--- config.mk ---
export PLATFORM = sky130hd
export DESIGN_NAME = vdp_cpu_port
export DESIGN_NICKNAME = d
export VERILOG_FILES = /design/src/rtl/vdp_cpu_port.sv
export SDC_FILE = /design/constraint.sdc
export NUM_CORES = 1
export LEC_CHECK = 0
export BUFFER_PORTS_ARGS = -buffer_cell sky130_fd_sc_hd__buf_2
export CORE_UTILIZATION = 45
export DETAILED_ROUTE_END_ITERATION = 7
export GPL_TIMING_DRIVEN = 1
export PLACE_DENSITY = 0.67
export SLEW_MARGIN = 40
export SYNTH_ARGS = -nofsm -noshare
export SYNTH_HDL_FRONTEND = slang
export SYNTH_SLANG_ARGS = --single-unit
--- constraint.sdc ---
create_clock -name clk -period 5.3 [get_ports clk]
set_input_delay 0.795 -clock clk [delete_from_list [all_inputs] [get_ports clk]]
set_output_delay 0.795 -clock clk [all_outputs]
set_load 0.03 [all_outputs]
--- src/rtl/vdp_cpu_port.sv ---
// CPU-side port of a TMS9918-style VDP: control latch, registers, VRAM address counter,
// read-ahead buffer, status/interrupt and a request/ack VRAM sequencer. Optional: VDP_ACK_TIMEOUT_EN.
module vdp_cpu_port #(
   parameter int ADDR_W         = 14,
   parameter int TIMEOUT_CYCLES = 64
) (
   input  logic              clk,
   input  logic              reset_n,
   input  logic              io_wr,
   input  logic              io_rd,
   input  logic              port_sel,
   input  logic [7:0]        cpu_din,
   output logic [7:0]        cpu_dout,
   output logic              vram_req,
   output logic              vram_we,
   output logic [ADDR_W-1:0] vram_addr,
   output logic [7:0]        vram_wdata,
   input  logic [7:0]        vram_rdata,
   input  logic              vram_ack,
   output logic [63:0]       regs,
   input  logic              ev_frame,
   input  logic              ev_coll,
   input  logic              ev_5th,
   input  logic [4:0]        ev_5th_num,
   output logic              int_n,
   output logic              busy,
   output logic              overrun
);

   typedef enum logic {IDLE, REQ} state_t;

   state_t            state_q, state_d;
   logic [63:0]       regs_q, regs_d;
   logic [ADDR_W-1:0] acnt_q, acnt_d, req_addr_q, req_addr_d, defer_addr_q, defer_addr_d;
   logic [7:0]        rbuf_q, rbuf_d, latch_q, latch_d, req_wdata_q, req_wdata_d;
   logic [7:0]        pend_wdata_q, pend_wdata_d;
   logic              flag_q, flag_d, clr_q, clr_d, int_n_q, int_n_d, ovr_q, ovr_d;
   logic              st_f_q, st_f_d, st_c_q, st_c_d, st_5s_q, st_5s_d;
   logic [4:0]        st_num_q, st_num_d;
   logic              req_we_q, req_we_d, pend_vld_q, pend_vld_d, pend_we_q, pend_we_d;
   logic              defer_vld_q, defer_vld_d;

   logic              acc_vld, acc_we, set_addr, issue, iss_we, tmo_hit;
   logic [7:0]        acc_wdata, iss_wdata;
   logic [ADDR_W-1:0] set_val;

`ifdef VDP_ACK_TIMEOUT_EN
   localparam int TW = $clog2(TIMEOUT_CYCLES + 1);
   logic [TW-1:0] tmo_q, tmo_d;

   assign tmo_hit = (state_q == REQ) && !vram_ack && (tmo_q == TW'(TIMEOUT_CYCLES - 1));

   always_comb begin
      tmo_d = '0;
      if (state_q == REQ && !issue) tmo_d = tmo_q + TW'(1);
   end

   always_ff @(posedge clk or negedge reset_n) begin
      if (!reset_n) tmo_q <= '0;
      else          tmo_q <= tmo_d;
   end
`else
   assign tmo_hit = 1'b0;
`endif

   always_comb begin
      state_d      = state_q;      regs_d       = regs_q;
      acnt_d       = acnt_q;       rbuf_d       = rbuf_q;
      latch_d      = latch_q;      flag_d       = flag_q;
      st_f_d       = st_f_q;       st_c_d       = st_c_q;
      st_5s_d      = st_5s_q;      st_num_d     = st_num_q;
      ovr_d        = ovr_q;        req_we_d     = req_we_q;
      req_addr_d   = req_addr_q;   req_wdata_d  = req_wdata_q;
      pend_vld_d   = pend_vld_q;   pend_we_d    = pend_we_q;
      pend_wdata_d = pend_wdata_q; defer_vld_d  = defer_vld_q;
      defer_addr_d = defer_addr_q;
      clr_d        = io_rd & port_sel;
      int_n_d      = ~(st_f_q & regs_q[13]);
      acc_vld = 1'b0; acc_we = 1'b0; acc_wdata = 8'h00;
      set_addr = 1'b0; set_val = ADDR_W'({cpu_din[5:0], latch_q});
      issue = 1'b0; iss_we = 1'b0; iss_wdata = 8'h00;

      // Status clear lands first so a same-cycle event re-sets the bit.
      if (clr_q) begin
         st_f_d = 1'b0; st_c_d = 1'b0; st_5s_d = 1'b0; flag_d = 1'b0;
      end
      if (ev_frame) st_f_d = 1'b1;
      if (ev_coll)  st_c_d = 1'b1;
      if (ev_5th && !st_5s_q) begin
         st_5s_d  = 1'b1;
         st_num_d = ev_5th_num;
      end

      if (io_wr && port_sel) begin
         if (!flag_q) begin
            latch_d = cpu_din;
            flag_d  = 1'b1;
         end else begin
            flag_d = 1'b0;
            if (cpu_din[7]) begin
               if (cpu_din[5:3] == 3'd0) regs_d[{cpu_din[2:0], 3'b000} +: 8] = latch_q;
            end else begin
               set_addr = 1'b1;
               acc_vld  = !cpu_din[6];
            end
         end
      end
      if (io_wr && !port_sel) begin
         rbuf_d = cpu_din; flag_d = 1'b0;
         acc_vld = 1'b1; acc_we = 1'b1; acc_wdata = cpu_din;
      end
      if (io_rd && !port_sel) begin
         flag_d = 1'b0; acc_vld = 1'b1;
      end

      // An address set during a transaction is held until the in-flight ack.
      if (set_addr) begin
         if (state_q == IDLE) acnt_d = set_val;
         else begin
            defer_vld_d  = 1'b1;
            defer_addr_d = set_val;
         end
      end

      case (state_q)
         IDLE: begin
            if (pend_vld_q) begin
               issue = 1'b1; iss_we = pend_we_q; iss_wdata = pend_wdata_q;
               pend_vld_d = acc_vld; pend_we_d = acc_we; pend_wdata_d = acc_wdata;
            end else if (acc_vld) begin
               issue = 1'b1; iss_we = acc_we; iss_wdata = acc_wdata;
            end
         end
         REQ: begin
            if (acc_vld) begin
               if (pend_vld_q) ovr_d = 1'b1;
               else begin
                  pend_vld_d = 1'b1; pend_we_d = acc_we; pend_wdata_d = acc_wdata;
               end
            end
            if (vram_ack || tmo_hit) begin
               if (!req_we_q) rbuf_d = vram_ack ? vram_rdata : 8'hFF;
               if (tmo_hit) ovr_d = 1'b1;
               acnt_d      = defer_vld_d ? defer_addr_d : req_addr_q + ADDR_W'(1);
               defer_vld_d = 1'b0;
               if (pend_vld_q) begin
                  issue = 1'b1; iss_we = pend_we_q; iss_wdata = pend_wdata_q;
                  pend_vld_d = 1'b0;
               end else begin
                  state_d = IDLE;
               end
            end
         end
         default: state_d = IDLE;
      endcase

      if (issue) begin
         state_d     = REQ;
         req_we_d    = iss_we;
         req_wdata_d = iss_wdata;
         req_addr_d  = acnt_d;
      end
   end

   always_ff @(posedge clk or negedge reset_n) begin
      if (!reset_n) begin
         state_q <= IDLE;    regs_q <= '0;       acnt_q <= '0;      rbuf_q <= '0;
         latch_q <= '0;      flag_q <= 1'b0;     clr_q <= 1'b0;     int_n_q <= 1'b1;
         ovr_q <= 1'b0;      st_f_q <= 1'b0;     st_c_q <= 1'b0;    st_5s_q <= 1'b0;
         st_num_q <= '0;     req_we_q <= 1'b0;   req_addr_q <= '0;  req_wdata_q <= '0;
         pend_vld_q <= 1'b0; pend_we_q <= 1'b0;  pend_wdata_q <= '0;
         defer_vld_q <= 1'b0; defer_addr_q <= '0;
      end else begin
         state_q <= state_d;       regs_q <= regs_d;         acnt_q <= acnt_d;
         rbuf_q <= rbuf_d;         latch_q <= latch_d;       flag_q <= flag_d;
         clr_q <= clr_d;           int_n_q <= int_n_d;       ovr_q <= ovr_d;
         st_f_q <= st_f_d;         st_c_q <= st_c_d;         st_5s_q <= st_5s_d;
         st_num_q <= st_num_d;     req_we_q <= req_we_d;     req_addr_q <= req_addr_d;
         req_wdata_q <= req_wdata_d; pend_vld_q <= pend_vld_d; pend_we_q <= pend_we_d;
         pend_wdata_q <= pend_wdata_d; defer_vld_q <= defer_vld_d; defer_addr_q <= defer_addr_d;
      end
   end

   assign cpu_dout   = port_sel ? {st_f_q, st_5s_q, st_c_q, (st_5s_q ? st_num_q : 5'h1F)} : rbuf_q;
   assign vram_req   = (state_q == REQ);
   assign vram_we    = req_we_q;
   assign vram_addr  = req_addr_q;
   assign vram_wdata = req_wdata_q;
   assign regs       = regs_q;
   assign int_n      = int_n_q;
   assign busy       = (state_q != IDLE) | pend_vld_q;
   assign overrun    = ovr_q;

endmodule

==> flow_metrics.env, run 1 <==
export IMPL_fmax_mhz=375.1
export IMPL_cp_common_cell="ha_1"
export IMPL_hpwlAfterDp_um=11880
export IMPL_synth_area_per_cell_um2=11.24
export IMPL_gp_congestion=0.8205
export IMPL_yosysWarnings=0
export IMPL_ys_seq_elements=155
export IMPL_rsz0062_at_grt="no"
export IMPL_hold_viol=0
export IMPL_cts_max_path_buffers=2
export IMPL_cts_setup_buffers=0
export IMPL_cts_tree="built"
export IMPL_die_h_um=125.5
export IMPL_syn_cell_area_um2=6865
export IMPL_dr_total_vias=5318
export IMPL_cp_top_family="simple AND/OR/NAND/NOR gates"
export IMPL_wl_um=17420
export IMPL_r2r_start="flag_q"
export IMPL_layout_common_cells="dfrtp_1, buf_2, nand2_1"
export IMPL_violations="DRC"
export IMPL_ys_types=62
export IMPL_path_cells="buf_2, inv_1, ha_1, ha_1, nor2_1, nand2_1, nor3_4, mux2_2"
export IMPL_finalClockSkew_ns=0.007604
export IMPL_die_w_um=125.5
export IMPL_grt_overflow=0
export IMPL_numClockSinks=155
export IMPL_grt_use_met2=0.3673
export IMPL_grt_met3_usage=0.04964
export IMPL_relSlewSlack=0.5562
export IMPL_drt_pass1_iter_count=7
export IMPL_grt_pass1_vias=5281
export IMPL_cts_root_buf="clkbuf_16"
export IMPL_power_density_nw_per_um2=514.1
export IMPL_drt_iter0_markers=414
export IMPL_diodes=0
export IMPL_synth_fp_nets=645
export IMPL_grt_max_degree=117
export IMPL_final_common_cell="dfrtp_1"
export IMPL_drt_antenna_violating_nets=0
export IMPL_cp_end_kind="flip-flop"
export IMPL_status="finished, violations left"
export IMPL_fp_row_count=44
export IMPL_grt_pass1_wl_um=28270
export IMPL_routedWlPerCell_um=18.81
export IMPL_setup_viol=0
export IMPL_antenna_found_initial=0
export IMPL_clock_latency_ns=0.43
export IMPL_start_kind="input pin"
export IMPL_cp_num_buf_inv=2
export IMPL_synth_edf_count=0
export IMPL_async_flop_share=1.000
export IMPL_cts_clk_slew_worst_paths_ns=0.06
export IMPL_post_route_util=0.5671
export IMPL_period_minus_slack_ns=2.666
export IMPL_worst_ep_required_time_ns=5.61
export IMPL_track_usage=0.2333
export IMPL_drc=14
export IMPL_slowest_stage="ha_1"
export IMPL_r2r_cells=5
export IMPL_ios=129
export IMPL_use_met1=0.3120
export IMPL_ys_flop_type="dfrtp_1"
export IMPL_grt_busiest_layer="met2"
export IMPL_critical_path_class="in2reg"
export IMPL_leakagePower_uw=0.004101
export IMPL_r2r_slack_ns=2.99
export IMPL_worstPathMaxFanout=17
export IMPL_setup_tns_ns=0
export IMPL_core_area_um2=14700
export IMPL_cts_repair_resized=0
export IMPL_port_buffers=128
export IMPL_via_per_inst=5.743
export IMPL_cts_buffers=17
export IMPL_nNetsFinal=763
export IMPL_cts_htree_levels=4
export IMPL_cts_hold_buf=0
export IMPL_maxSlewViolCount=0
export IMPL_arrival_ns=2.97
export IMPL_finalCritPeriodShare=0.5030
export IMPL_synth_cells=611
export IMPL_hold_class="in2async"
export IMPL_syn_to_final_growth_pct=21.41
export IMPL_drive_above_1_share=0.3356
export IMPL_slowest_delay_ns=0.39
export IMPL_ys_seq_area_frac=0.5652
export IMPL_cap_viol_max_count=0
export IMPL_ir_worst_vdd_mv=0.3055
export IMPL_worst_pin_slew_ns=0.6658
export IMPL_design_die_area_um2=15750
export IMPL_start_util=0.4671
export IMPL_r2r_end="vram_addr[9]"
[synthesized netlist by cell type, drive strengths merged (2+ instances only)]
master	number	area share
o21a	5	0.0055
a22o	2	0.0026
nand2	90	0.049
nand4b	4	0.0051
inv	17	0.0093
o22a	6	0.0077
o31a	2	0.0026
mux2i	7	0.012
xnor2	2	0.0026
dfrtp	154	0.56
nand4	9	0.010
o31ai	9	0.0098
nor2b	5	0.0046
a21oi	22	0.016
a222oi	8	0.012
nor2	23	0.014
o21ai	55	0.040
and4	2	0.0026
nand3	6	0.0051
and2	9	0.0082
a221oi	4	0.0051
a21o	4	0.0044
or3	9	0.0082
buf	6	0.0044
nor3	11	0.012
nand2b	5	0.0046
ha	4	0.0073
mux2	72	0.12
nor4	3	0.0027
a22oi	2	0.0022
clkbuf	27	0.015
a211oi	4	0.0044
o22ai	3	0.0027
a31oi	2	0.0018
[flip-flops by register name (all words and copies together) (netlist names), 5 cells and up]
register      flops
st_num_q          5
vram_addr        14
rbuf_q            8
pend_wdata_q      8
regs             64
defer_addr_q     14
acnt_q           14
latch_q           8
vram_wdata        8
[final cells by class]
| class | count | area, µm² |
|---|---|---|
| multi-input combinational | 406 | 2791 |
| clock buffer | 21 | 480.5 |
| timing repair buffer | 132 | 700.7 |
| tap | 184 | 230.2 |
| sequential | 155 | 3880 |
| clock inverter | 11 | 188.9 |
| inverter | 17 | 63.81 |
| fill | 1244 | 6364 |
[metal layers]
metal	vias up	routed length (µm)
li1	2432	-
met1	2658	7728
met2	190	8284
met3	38	972
met4	0	432
met5	-	0
[where the power goes]
| group | internal, µW | switching [µW] |
|---|---|---|
| Combinational | 462 | 742 |
| Sequential | 1460 | 256 |
| Clock | 884 | 481 |
| Total | 2810 | 1480 |
[worst max path at each step]
stage,start,cells past startpoint,slack [ns],end
6_report,cpu_din[0],8,2.63,regs[53]
5_1_grt,cpu_din[0],8,2.44,regs[53]
4_1_cts,cpu_din[0],8,2.66,regs[53]
3_5_place_dp,cpu_din[0],8,2.25,regs[53]
3_3_place_gp,cpu_din[0],8,2.35,regs[54]
2_1_floorplan,cpu_din[0],8,2.60,regs[48]
[per-stage QoR]
stage / hold WS, ns / cells / instance area (µm²) / power, µW / worst slack, ns
floorplan: 0.3884 / 611 / 6865 / 2535 / 2.602
global placement: 0.4141 / 893 / 7632 / 2883 / 2.355
detailed placement: 0.4214 / 893 / 7636 / 2923 / 2.250
CTS: 0.4260 / 925 / 8305 / 4293 / 2.657
global route: 0.2546 / 926 / 8335 / 4497 / 2.441
finish: 0.2394 / 926 / 8335 / 4285 / 2.634
[cells by family after synthesis]
family                     after synthesis  synth area share
DFF                                    155            0.5652
adders and majority gates                4          0.007290
and+or+nand+nor                        183            0.1371
muxes                                   79            0.1301
AOI/OAI and AO/OA                      137            0.1279
xor gates and xnor gates                 3          0.003828
buffers and inverters                   50           0.02861
Power figures use the tool's default switching activity.
==> run 2: changes to the inputs <==
- clock period: 5.3 -> 2.51 ns (I/O delays scaled with it)
==> run 2 against run 1 <==
Effect of this change: the run still ends with DRC left; critical path type is now reg2reg; hold slack got worse by 0.11 ns; cell count increased by 2.3%; largest power group unchanged; via count decreased by 0.73%; first-iteration DRC count decreased by 3.1%; power increased by 100%.
==> flow_metrics.env, run 2 (same netlist as run 1, synthesis figures left out) <==
export IMPL_drt_pass1_iter_count=8
export IMPL_status="finished, violations left"
export IMPL_arrival_ns=2.43
export IMPL_report_power_total_uw=8609
export IMPL_grt_overflow=0
export IMPL_nNetsFinal=785
export IMPL_slowest_stage="nor4b_4"
export IMPL_cp_num_buf_inv=0
export IMPL_worst_ep_required_time_ns=2.81
export IMPL_multi_input_area_um2=2789
export IMPL_start_kind="flip-flop"
export IMPL_dr_total_vias=5279
export IMPL_syn_to_final_growth_pct=22.07
export IMPL_grt_pass1_wl_um=28110
export IMPL_layout_common_cells="dfrtp_1, buf_2, nand2_1"
export IMPL_power_frac_comb=0.300
export IMPL_p_sw_frac=0.3617
export IMPL_relSlewSlack=0.5919
export IMPL_hold_viol=0
export IMPL_drc=14
export IMPL_wl_um=17190
export IMPL_period_minus_slack_ns=2.128
export IMPL_finalCritPeriodShare=0.8476
export IMPL_hold_class="in2reg"
export IMPL_routedWlPerCell_um=18.16
export IMPL_fillCellCount=1254
export IMPL_port_buffers=128
export IMPL_cp_top_family="simple AND/OR/NAND/NOR gates"
export IMPL_drive_above_1_share=0.3512
export IMPL_cts_max_path_buffers=2
export IMPL_cts_repair_resized=0
export IMPL_maxSlewViolCount=0
export IMPL_numClockSinks=155
export IMPL_die_w_um=125.5
export IMPL_ir_worst_vdd_mv=0.7291
export IMPL_core_area_um2=14700
export IMPL_setup_tns_ns=0
export IMPL_track_usage=0.2321
export IMPL_drt_iter0_markers=401
export IMPL_finalClockSkew_ns=0.007620
export IMPL_via_per_inst=5.574
export IMPL_antenna_found_initial=0
export IMPL_clock_latency_ns=0.42
export IMPL_slowest_delay_ns=0.43
export IMPL_final_common_cell="dfrtp_1"
export IMPL_largest_register_ffs=64
export IMPL_leakagePower_uw=0.004133
export IMPL_path_cells="nand4b_1, nor4b_4, nand3_2, nor3_4, mux2_2"
export IMPL_violations="DRC"
export IMPL_p_switching_uw=3114
export IMPL_power_frac_seq=0.419
export IMPL_gp_congestion=0.8379
export IMPL_grt_max_degree=67
export IMPL_cts_buffers=17
export IMPL_rsz0062_at_grt="no"
export IMPL_grt_pass1_vias=5349
export IMPL_worstPathMaxFanout=8
export IMPL_cap_viol_max_count=0
export IMPL_start_util=0.4671
export IMPL_p_clk_frac=0.281
export IMPL_fp_row_count=44
export IMPL_hpwlAfterDp_um=12200
export IMPL_design_die_area_um2=15750
export IMPL_die_h_um=125.5
export IMPL_power_density_nw_per_um2=1027
export IMPL_critical_path_class="reg2reg"
export IMPL_cts_htree_levels=4
export IMPL_drt_antenna_violating_nets=0
export IMPL_cp_end_kind="flip-flop"
export IMPL_cts_tree="built"
export IMPL_cts_clk_slew_worst_paths_ns=0.06
export IMPL_cts_root_buf="clkbuf_16"
export IMPL_p_int_uw=5495
export IMPL_setup_viol=0
export IMPL_register_area_um2=3880
export IMPL_ios=129
export IMPL_diodes=0
export IMPL_worst_pin_slew_ns=0.6099
export IMPL_fmax_mhz=470.0
run 2: cell types whose count changed in the layout (fill, tap and decap cells not counted), moves of 3 or more:
cell and change:
buf_4 +21, bufinv_16 -4, clkbuf_8 -3, clkinv_4 +3, clkinvlp_4 +3
run 2: cell type report:
class | instances | share of cell area
timing repair buffer | 154 | 0.1023
clock inverter | 13 | 0.01448
tap | 184 | 0.02747
inverter | 17 | 0.007614
sequential | 155 | 0.4630
multi-input combinational | 406 | 0.3328
clock buffer | 18 | 0.05240
run 2: per-layer routing:
metal  global-route usage  vias to the layer above  routed length [µm]
li1                     -                     2470                   -
met1               0.3116                     2603                7691
met2               0.3670                      182                8207
met3              0.05006                       24                 949
met4              0.09397                        0                 345
met5                    0                        -                   0
run 2: worst paths after layout:
check                      slack, ns  endpoint    start  cells after the start
setup / recovery                0.38  regs[37]   flag_q                      5
hold / removal                  0.13    st_c_q  ev_coll                      2
setup reg to reg                0.38  regs[37]   flag_q                      5
hold reg to reg                 0.42     int_n   st_f_q                      1
max in group asynchronous       1.32     int_n  reset_n                      3
min in group asynchronous       0.47  regs[24]  reset_n                      2
run 2: stage by stage:
stage / util / worst slack, ns / instances / cell area [µm²] / hold slack [ns]
detailed placement: 0.5313 / 0.1215 / 915 / 7810 / 0.3514
CTS: 0.5701 / 0.3834 / 947 / 8381 / 0.1173
floorplan: - / 0.2301 / 611 / 6865 / 0.08091
global route: 0.5701 / 0.2672 / 947 / 8381 / 0.1295
finish: 0.5701 / 0.3824 / 947 / 8381 / 0.1331
global placement: 0.5313 / 0.2038 / 915 / 7810 / 0.3438
run 2: power groups by stage:
| stage | clock network, µW | registers (µW) | logic [µW] |
|---|---|---|---|
| floorplan | 0 | 3810 | 1540 |
| global placement | 0 | 3620 | 2510 |
| finish | 2420 | 3610 | 2580 |
| CTS | 2460 | 3600 | 2590 |
| global route | 2570 | 3690 | 2820 |
| detailed placement | 0 | 3650 | 2570 |
run 2: timing repair:
| action | CTS | global route |
|---|---|---|
| setup buffers | 0 | 0 |
| endpoints found under the hold margin | 46 | 0 |
| hold buffers | 1 | 0 |
==> run 3: changes to the inputs <==
- PLACE_DENSITY: 0.67 -> 0.69
- clock period: 2.51 -> 1.85 ns (I/O delays scaled with it)
==> run 3 against run 2 <==
Effect of this change: the flow finishes with violations (DRC, setup timing); cell count grew 5.7%; first-iteration DRC count is 10% lower; sequential share of layout area decreased by 4.1 points; utilization up 5.8 points; via count up 5.7%; worst setup slack worse by 0.43 ns; hold slack worse by 0.10 ns; clock skew is 0.0016 ns higher; critical path depth rose by 2; global-route usage grew 0.66 points; largest power group unchanged.
==> flow_metrics.env, run 3 (same netlist as run 1, synthesis figures left out) <==
export IMPL_power_frac_comb=0.347
export IMPL_crit_start="vram_req"
export IMPL_p_int_uw=7970
export IMPL_cts_buffers=17
export IMPL_critPathCapture="vram_wdata[4]"
export IMPL_start_util=0.4671
export IMPL_power_frac_seq=0.389
export IMPL_post_route_util=0.6279
export IMPL_drt_iter0_markers=359
export IMPL_ir_worst_vdd_mv=0.9074
export IMPL_top_layer="met4"
export IMPL_final_area_um2=9230
export IMPL_hold_viol=0
export IMPL_dr_total_vias=5578
export IMPL_gp_congestion=0.9201
export IMPL_p_sw_frac=0.3593
export IMPL_start_kind="flip-flop"
export IMPL_cap_viol_max_count=0
export IMPL_r2r_start="vram_req"
export IMPL_maxSlewViolCount=0
export IMPL_cts_htree_levels=4
export IMPL_critical_path_class="reg2reg"
export IMPL_finalCritPeriodShare=1.025
export IMPL_fp_row_count=44
export IMPL_worstPathMaxFanout=9
export IMPL_layout_common_cells="dfrtp_1, buf_2, nand2_1"
export IMPL_drive_above_1_share=0.4455
export IMPL_relSlewSlack=0.5707
export IMPL_grt_pass1_wl_um=29010
export IMPL_met2_length_um=8703
export IMPL_setup_viol=17
export IMPL_p_clk_frac=0.264
export IMPL_rsz0062_at_grt="yes"
export IMPL_fillCellCount=1155
export IMPL_wl_met1_um=8261
export IMPL_r2r_end="vram_wdata[4]"
export IMPL_r2r_cells=7
export IMPL_setup_tns_ns=-0.2595
export IMPL_cts_max_path_buffers=2
export IMPL_syn_to_final_growth_pct=34.45
export IMPL_largest_register_ffs=64
export IMPL_hpwlAfterDp_um=12990
export IMPL_numClockSinks=155
export IMPL_power_density_nw_per_um2=1348
export IMPL_dpl_instance_area_um2=8333
export IMPL_fin_hold_ws_ns=0.02990
export IMPL_port_buffers=128
export IMPL_wl_um=18220
export IMPL_final_common_cell="dfrtp_1"
export IMPL_cp_end_kind="flip-flop"
export IMPL_arrival_ns=2.20
export IMPL_grt_max_degree=46
export IMPL_antenna_found_initial=0
export IMPL_drc=12
export IMPL_hold_class="in2reg"
export IMPL_die_h_um=125.5
export IMPL_via_per_inst=5.572
export IMPL_violations="DRC, setup timing"
export IMPL_cts_clk_slew_worst_paths_ns=0.06
export IMPL_die_w_um=125.5
export IMPL_cts_root_buf="clkbuf_16"
export IMPL_nNetsFinal=839
export IMPL_fmax_mhz=527.6
export IMPL_clock_latency_ns=0.43
export IMPL_status="finished, violations left"
export IMPL_r2r_slack_ns=-0.05
export IMPL_fin_ws_ns=-0.04554
export IMPL_core_area_um2=14700
export IMPL_cts_tree="built"
export IMPL_period_minus_slack_ns=1.896
export IMPL_routedWlPerCell_um=18.20
export IMPL_ios=129
export IMPL_finalClockSkew_ns=0.009258
export IMPL_diodes=0
export IMPL_p_switching_uw=4469
export IMPL_track_usage=0.2387
export IMPL_leakagePower_uw=0.004509
export IMPL_drt_antenna_violating_nets=0
export IMPL_worst_pin_slew_ns=0.6415
export IMPL_grt_overflow=0
export IMPL_wl_met3_um=903
export IMPL_grt_pass1_vias=5573
export IMPL_drt_pass1_iter_count=7
export IMPL_design_die_area_um2=15750
export IMPL_worst_ep_required_time_ns=2.16
[run 3: cell count changes in the layout (fill, tap and decap cells not counted), sizes merged]
cell | before | now
clkbuf | 18 | 20
clkinv | 6 | 4
buf | 153 | 207
[run 3: power by group through the flow]
stage	logic [µW]	clock network [µW]	registers, µW
2_1_floorplan	2130	0	5190
3_3_place_gp	3770	0	4850
3_5_place_dp	3870	0	4880
5_1_grt	4670	3470	4930
4_1_cts	4080	3320	4800
6_report	4310	3290	4840
[run 3: stage by stage]
| step | setup slack, ns | cells | total power [µW] |
|---|---|---|---|
| global route | -0.1417 | 1001 | 13070 |
| floorplan | -0.1069 | 611 | 7324 |
| global placement | -0.09864 | 961 | 8620 |
| CTS | -0.02441 | 999 | 12200 |
| finish | -0.04554 | 1001 | 12440 |
| detailed placement | -0.1426 | 961 | 8745 |
[run 3: cell type report]
class | count | area, µm² | area share
clock inverters | 11 | 96.34 | 0.01044
well taps | 184 | 230.2 | 0.02494
flip-flops and latches | 155 | 3891 | 0.4216
repair buffers | 208 | 1403 | 0.1520
multi-input cells | 406 | 3084 | 0.3341
inverters | 17 | 68.82 | 0.007456
clock buffers | 20 | 456.7 | 0.04948
[run 3: worst max-delay path: stages (launching register included)]
cell	delay [ns]
dfrtp_2	0.42
buf_4	0.16
nand2b_1	0.29
nand2_1	0.17
o21a_4	0.17
buf_6	0.14
a222oi_1	0.33
inv_1	0.08
[run 3: worst min-delay path by stage]
stage	from	to	slack (ns)	cells after the start
2_1_floorplan	reset_n	acnt_q[0]	-0.02	0
3_3_place_gp	reset_n	regs[47]	0.22	1
3_5_place_dp	reset_n	regs[47]	0.23	1
4_1_cts	ev_coll	st_c_q	0.02	2
5_1_grt	ev_frame	st_f_q	0.03	2
6_report	ev_coll	st_c_q	0.03	2
[run 3: what timing repair did]
| action | 4_1_cts | 5_1_grt |
|---|---|---|
| pin swaps | 3 | 6 |
| gates cloned | 0 | 0 |
| hold buffers | 1 | 0 |
| setup endpoints to repair | 48 | 80 |
| setup buffers | 6 | 2 |
| gates resized for setup | 12 | 52 |
| endpoints found under the hold margin | 40 | 0 |
[run 3: layer usage]
metal,GRT usage,vias up
met2,0.3784,173
met4,0.08824,0
li1,-,2571
met5,0,-
met1,0.3223,2803
met3,0.05263,31
